File: src/rtl/wb_initiator.sv
// ---------------------------------------------------------------------------
// wb_initiator
//
// Purpose:
//   Converts single commands from a valid/ready command port into one
//   Wishbone classic bus cycle, then returns the result on a valid/ready
//   response port. Only one transaction is in flight at a time, and every
//   output comes straight from a register.
//
// Optional feature:
//   Define WB_INITIATOR_TIMEOUT_EN to add a bus-cycle timeout. When the
//   responder gives no ack/err for TIMEOUT_CYCLES cycles, the cycle is
//   abandoned and an error response is returned. Without the macro the
//   initiator waits in the bus phase indefinitely.
//
// Parameters:
//   ADDR_W          Wishbone word-address width
//   DATA_W          data width (byte-select width = DATA_W/8)
//   TIMEOUT_CYCLES  cycles to wait for ack/err (used only with the timeout)
//
// Ports:
//   sys_clk, sys_rst        clock; synchronous active-high reset
//   cmd_valid/cmd_ready     command handshake
//   cmd_we/adr/dat/sel      command fields (we=1 for a write)
//   wb_cyc/stb/we/adr/
//   wb_dat_w/sel            Wishbone initiator outputs
//   wb_dat_r/ack/err        Wishbone responder inputs
//   rsp_valid/rsp_ready     response handshake
//   rsp_dat, rsp_err        read data (0 for writes/errors), error flag
// ---------------------------------------------------------------------------
module wb_initiator #(
    parameter int ADDR_W         = 30,
    parameter int DATA_W         = 32,
    parameter int TIMEOUT_CYCLES = 255
) (
    input  logic                  sys_clk,
    input  logic                  sys_rst,
    // command port
    input  logic                  cmd_valid,
    output logic                  cmd_ready,
    input  logic                  cmd_we,
    input  logic [ADDR_W-1:0]     cmd_adr,
    input  logic [DATA_W-1:0]     cmd_dat,
    input  logic [DATA_W/8-1:0]   cmd_sel,
    // Wishbone initiator side
    output logic                  wb_cyc,
    output logic                  wb_stb,
    output logic                  wb_we,
    output logic [ADDR_W-1:0]     wb_adr,
    output logic [DATA_W-1:0]     wb_dat_w,
    output logic [DATA_W/8-1:0]   wb_sel,
    input  logic [DATA_W-1:0]     wb_dat_r,
    input  logic                  wb_ack,
    input  logic                  wb_err,
    // response port
    output logic                  rsp_valid,
    input  logic                  rsp_ready,
    output logic [DATA_W-1:0]     rsp_dat,
    output logic                  rsp_err
);

    localparam logic [1:0] S_IDLE = 2'd0;
    localparam logic [1:0] S_BUS  = 2'd1;
    localparam logic [1:0] S_RESP = 2'd2;

    logic [1:0] r_state;
    logic       w_tmo;
    logic       w_bus_done;
    logic       w_bus_fail;

`ifdef WB_INITIATOR_TIMEOUT_EN
    localparam int TMO_W = (TIMEOUT_CYCLES > 1) ? $clog2(TIMEOUT_CYCLES + 1) : 1;

    logic [TMO_W-1:0] r_tmo_cnt;

    // Counter sits at zero outside the bus phase, so it is always fresh on
    // entry. The terminal count flags the last permitted bus cycle.
    assign w_tmo = (r_tmo_cnt == TMO_W'(TIMEOUT_CYCLES - 1));

    always_ff @(posedge sys_clk) begin
        if (sys_rst || (r_state != S_BUS)) begin
            r_tmo_cnt <= '0;
        end else if (!w_tmo) begin
            r_tmo_cnt <= r_tmo_cnt + 1'b1;
        end
    end
`else
    assign w_tmo = 1'b0;
`endif

    // ack/err are only meaningful while the bus cycle is active; err (or a
    // timeout) takes precedence over a simultaneous ack.
    assign w_bus_done = wb_ack || wb_err || w_tmo;
    assign w_bus_fail = wb_err || w_tmo;

    always_ff @(posedge sys_clk) begin
        if (sys_rst) begin
            r_state   <= S_IDLE;
            cmd_ready <= 1'b0;
            wb_cyc    <= 1'b0;
            wb_stb    <= 1'b0;
            wb_we     <= 1'b0;
            wb_adr    <= '0;
            wb_dat_w  <= '0;
            wb_sel    <= '0;
            rsp_valid <= 1'b0;
            rsp_dat   <= '0;
            rsp_err   <= 1'b0;
        end else begin
            case (r_state)
                S_IDLE: begin
                    if (cmd_valid && cmd_ready) begin
                        // Command fields are frozen here and held on the bus
                        // until the responder terminates the cycle.
                        r_state   <= S_BUS;
                        cmd_ready <= 1'b0;
                        wb_cyc    <= 1'b1;
                        wb_stb    <= 1'b1;
                        wb_we     <= cmd_we;
                        wb_adr    <= cmd_adr;
                        wb_dat_w  <= cmd_dat;
                        wb_sel    <= cmd_sel;
                    end else begin
                        cmd_ready <= 1'b1;
                    end
                end

                S_BUS: begin
                    if (w_bus_done) begin
                        r_state   <= S_RESP;
                        wb_cyc    <= 1'b0;
                        wb_stb    <= 1'b0;
                        rsp_valid <= 1'b1;
                        if (w_bus_fail) begin
                            rsp_err <= 1'b1;
                            rsp_dat <= '0;
                        end else begin
                            rsp_err <= 1'b0;
                            rsp_dat <= wb_we ? '0 : wb_dat_r;
                        end
                    end
                end

                S_RESP: begin
                    if (rsp_ready) begin
                        // cmd_ready rises together with the return to IDLE so
                        // a new command can be taken on the very next edge.
                        r_state   <= S_IDLE;
                        rsp_valid <= 1'b0;
                        cmd_ready <= 1'b1;
                    end
                end

                default: begin
                    r_state   <= S_IDLE;
                    cmd_ready <= 1'b0;
                    wb_cyc    <= 1'b0;
                    wb_stb    <= 1'b0;
                    rsp_valid <= 1'b0;
                end
            endcase
        end
    end

endmodule

File: config.mk
export PLATFORM = sky130hd
export DESIGN_NAME = wb_initiator
export DESIGN_NICKNAME = d
export VERILOG_FILES = /design/src/rtl/wb_initiator.sv
export SDC_FILE = /design/constraint.sdc
export NUM_CORES = 1
export LEC_CHECK = 0
export ABC_AREA = 1
export CELL_PAD_IN_SITES_DETAIL_PLACEMENT = 0
export CELL_PAD_IN_SITES_GLOBAL_PLACEMENT = 1
export CORE_MARGIN = 1
export CORE_UTILIZATION = 25
export DETAILED_ROUTE_END_ITERATION = 16
export PLACE_DENSITY_LB_ADDON = 0.12
export SLEW_MARGIN = 25
export SYNTH_ARGS = -nofsm -noshare
export SYNTH_HDL_FRONTEND = slang
export SYNTH_SLANG_ARGS = --single-unit
File: constraint.sdc
create_clock -name sys_clk -period 1.7 [get_ports sys_clk]
set_input_delay 0.51 -clock sys_clk [delete_from_list [all_inputs] [get_ports sys_clk]]
set_output_delay 0.51 -clock sys_clk [all_outputs]
set_load 0.01 [all_outputs]
==> parameters.txt <==
Parameter                              Value

Status
  Result of the run    completed

Detailed routing
  Via density per instance    4.252
  Drt total wl    12.37 mm
  Wire length per cell    13.60 um
  DR DRC count    0
  Vias    3,869
  Metal3 WL    1.127 mm
  Number of DRC markers after the initial detailed-route iteration    166
  Number of detailed-route iterations in the first pass    4
  Routed metal-1 wire length    5.254 mm
  Met2 wire length    5.813 mm
  Highest routed layer    met4
  Detail Route Antenna Nets    0

Global routing
  Maximum number of pins on one net before global-route repair    52
  GR Util All Layers    15.67%
  Remaining Overflow, GRT    0
  First-pass GRT wire length    19.67 mm
  Vias in the first global route    3,821
  Initial antenna violation count    0

Floorplanning
  Number of I/O pins    209
  Die span in y    127.2 um
  Die span in x    127.2 um
  Core area    0.01526 sq mm
  Starting Density    25.70%
  Total number of placement rows    45
  Die area    0.01619 sq mm

Worst setup path
  Kind of start point of the critical path    primary input
  WP data arrival    1.82 ns
  Category of the worst setup path capture point    register
  Required time worst endpoint    1.98 ns
  Crit path kind    in2reg
  Maximum fanout along the worst path    32

Clocking
  Reg clk slew, reported paths    0.07 ns
  Cts bufs inserted    9
  Clock tree from TritonCTS    built
  Post-cts repair resize count    104
  Post-CTS setup buffer count    0
  CTS Hold Buffers Added    0
  Deepest clock path buffer count    2
  Buffer type at the clock tree root    sky130_fd_sc_hd__clkbuf_16
  H-tree levels    3
  Sinks on the clock net    105
  Clock latency reported for the late side of the worst-skew pair    0.35 ns

Power
  Leakage power    3.046 nW
  Worst vdd rail ir drop    0.5554 mV
  Total power density per cell area    912.5 mW/mm^2

Timing
  Final count of hold timing violations    0
  RSZ-0062 raised after global routing    no
  Post-route fraction of the period consumed by the critical path    90.32%
  Pins Over Slew Limit    0
  Min Clock Period, post-route    1.535 ns
  Worst slew margin relative to its limit    71.91%
  Maximum clock skew at final layout    0.006042 ns
  Max Clk Rate    651.3 MHz
  Worst-margin pin slew    0.4213 ns
  Setup-violating endpoint count in the final report    0
  TNS Setup    0 ns

Placed design
  Port bufs    208
  Final Wtd Congestion    0.7723
  Half-perimeter wire length of the detailed placement result    8.565 mm
  Standard cell area after detailed placement    0.006220 sq mm

Synth
  Post-Syn Instances    500
  Syn Nets    605
  Seq/Total Area, Yosys    53.61%
  Fraction of post-synthesis cell area in the top cell type by area    53.61%
  Number of synthesized flops with an enable pin    0
  Proportion of register bits with asynchronous set or reset after synthesis    0%
  Synthesized area    0.003921 sq mm
  Cell type with the highest aggregate area in the netlist    sky130_fd_sc_hd__dfxtp_1
  Post-Syn Area per Cell    7.843 sq um
  Most area-consuming cells after synthesis    sky130_fd_sc_hd__dfxtp_1 54%, sky130_fd_sc_hd__nor2_1 15%, sky130_fd_sc_hd__o21ai_0 13%, sky130_fd_sc_hd__o21ai_1 3.8%, sky130_fd_sc_hd__inv_1 3.4%
  Count of state elements after synthesis    105
  Cell variety after synth    23
  Most used DFF post-synth    sky130_fd_sc_hd__dfxtp_1
  Number of synthesis warnings    0

Layout
  Layout area overhead    62.41%
  Util after Layout    41.74%
  Number of nets at the end of the flow    800
  Cell area after layout    0.006369 sq mm
  Share of post-route cells with drive strength above 1    6.009%
  Area taken by flip-flops and latches    0.002102 sq mm
  Diodes inserted    0
  Multi-input combinational cell area    0.001449 sq mm
  Fillcell total    1,540

Job
  Max Cap Viol    0

Hold path
  Hold WC Path Type    reg2reg
[cells in the final DEF, fill, tap and decap left out]
cell type	instances
sky130_fd_sc_hd__nor2_1	159
sky130_fd_sc_hd__dfxtp_1	105
sky130_fd_sc_hd__clkdlybuf4s50_1	104
sky130_fd_sc_hd__dlygate4sd2_1	104
sky130_fd_sc_hd__o21ai_0	102
sky130_fd_sc_hd__inv_1	34
sky130_fd_sc_hd__o21ai_1	30
sky130_fd_sc_hd__nor2_2	9
sky130_fd_sc_hd__clkbuf_16	9
sky130_fd_sc_hd__nand2_1	7
sky130_fd_sc_hd__buf_12	7
sky130_fd_sc_hd__a21oi_1	5
sky130_fd_sc_hd__buf_4	5
sky130_fd_sc_hd__clkbuf_1	3
sky130_fd_sc_hd__inv_2	2
sky130_fd_sc_hd__nand3_1	2
sky130_fd_sc_hd__nand2_4	1
sky130_fd_sc_hd__nor2_8	1
sky130_fd_sc_hd__inv_4	1
sky130_fd_sc_hd__clkinv_1	1
sky130_fd_sc_hd__nand2_2	1
sky130_fd_sc_hd__nor2_4	1
sky130_fd_sc_hd__or2_4	1
sky130_fd_sc_hd__a21oi_2	1
sky130_fd_sc_hd__o211ai_1	1
sky130_fd_sc_hd__clkinvlp_4	1
sky130_fd_sc_hd__bufinv_16	1
sky130_fd_sc_hd__clkinv_2	1
[cells by family after synthesis]
family | Yosys count | share of synthesized area, %
flip-flops | 105 | 53.61
AND/OR/NAND/NOR | 182 | 18.92
AO/OA/AOI/OAI | 139 | 17.90
buffers and inverters | 74 | 9.572
[path summary, 6_finish.rpt]
path | from | end | slack [ns] | cells past startpoint
hold reg to reg | rsp_valid | rsp_valid | 0.46 | 2
hold / removal | rsp_valid | rsp_valid | 0.46 | 2
setup reg to reg | r_state[1] | rsp_dat[28] | 0.42 | 7
setup / recovery | wb_err | rsp_dat[0] | 0.16 | 6
[stage by stage]
| stage | power, W | hold slack [ns] | setup slack [ns] | cells |
|---|---|---|---|---|
| 5_1_grt | 0.006135 | 0.4987 | 0.03506 | 910 |
| 3_3_place_gp | 0.003948 | 0.4513 | -0.1618 | 895 |
| 2_1_floorplan | 0.003236 | 0.4559 | 0.3688 | 500 |
| 3_5_place_dp | 0.003958 | 0.4553 | -0.2135 | 895 |
| 4_1_cts | 0.005924 | 0.4640 | 0.1392 | 910 |
| 6_report | 0.005812 | 0.4629 | 0.1645 | 910 |
[synth_stat cells, types with 2 or more instances]
master and number:
sky130_fd_sc_hd__nor2_1 159, sky130_fd_sc_hd__dfxtp_1 105, sky130_fd_sc_hd__o21ai_0 102, sky130_fd_sc_hd__inv_1 35, sky130_fd_sc_hd__o21ai_1 30, sky130_fd_sc_hd__clkbuf_1 14
sky130_fd_sc_hd__nor2_2 10, sky130_fd_sc_hd__buf_2 9, sky130_fd_sc_hd__buf_6 8, sky130_fd_sc_hd__nand2_1 7, sky130_fd_sc_hd__a21oi_1 5, sky130_fd_sc_hd__buf_4 3
sky130_fd_sc_hd__inv_2 2, sky130_fd_sc_hd__nand3_1 2
[area by class of cell]
cell class	count	share of cell area, %
clock buffer	12	3.713
clock inverter	3	0.6680
inverter	38	2.279
multi-input combinational	321	22.75
sequential	105	33.01
tap	211	4.145
timing repair buffer	220	33.44
[report_power, final]
group | switching [W] | leakage, nW | total [W] | internal (W)
clock network | 0.000912 | 0.133 | 0.00205 | 0.00113
registers | 0.0000860 | 0.859 | 0.00273 | 0.00264
logic | 0.000500 | 2.05 | 0.00104 | 0.000538
total | 0.00150 | 3.05 | 0.00581 | 0.00431
[metal layers]
layer / up-vias / global-route usage [%]
li1: 1973 / -
met1: 1745 / 18.28
met2: 136 / 25.79
met3: 15 / 7.035
met4: 0 / 4.762
met5: - / 0
[sequential cells by signal (all words and copies together) (netlist names)]
name / count
cmd_ready: 1
r_state: 2
wb_dat_w: 32
rsp_valid: 1
rsp_err: 1
wb_stb: 1
wb_sel: 4
wb_we: 1
rsp_dat: 32
wb_adr: 30
[worst max-delay path, stage by stage]
cell,delay [ns]
sky130_fd_sc_hd__clkdlybuf4s50_1,0.42
sky130_fd_sc_hd__buf_4,0.14
sky130_fd_sc_hd__or2_4,0.34
sky130_fd_sc_hd__o21ai_0,0.19
sky130_fd_sc_hd__o21ai_0,0.10
sky130_fd_sc_hd__nor2_1,0.10
Power figures use the tool's default switching activity.
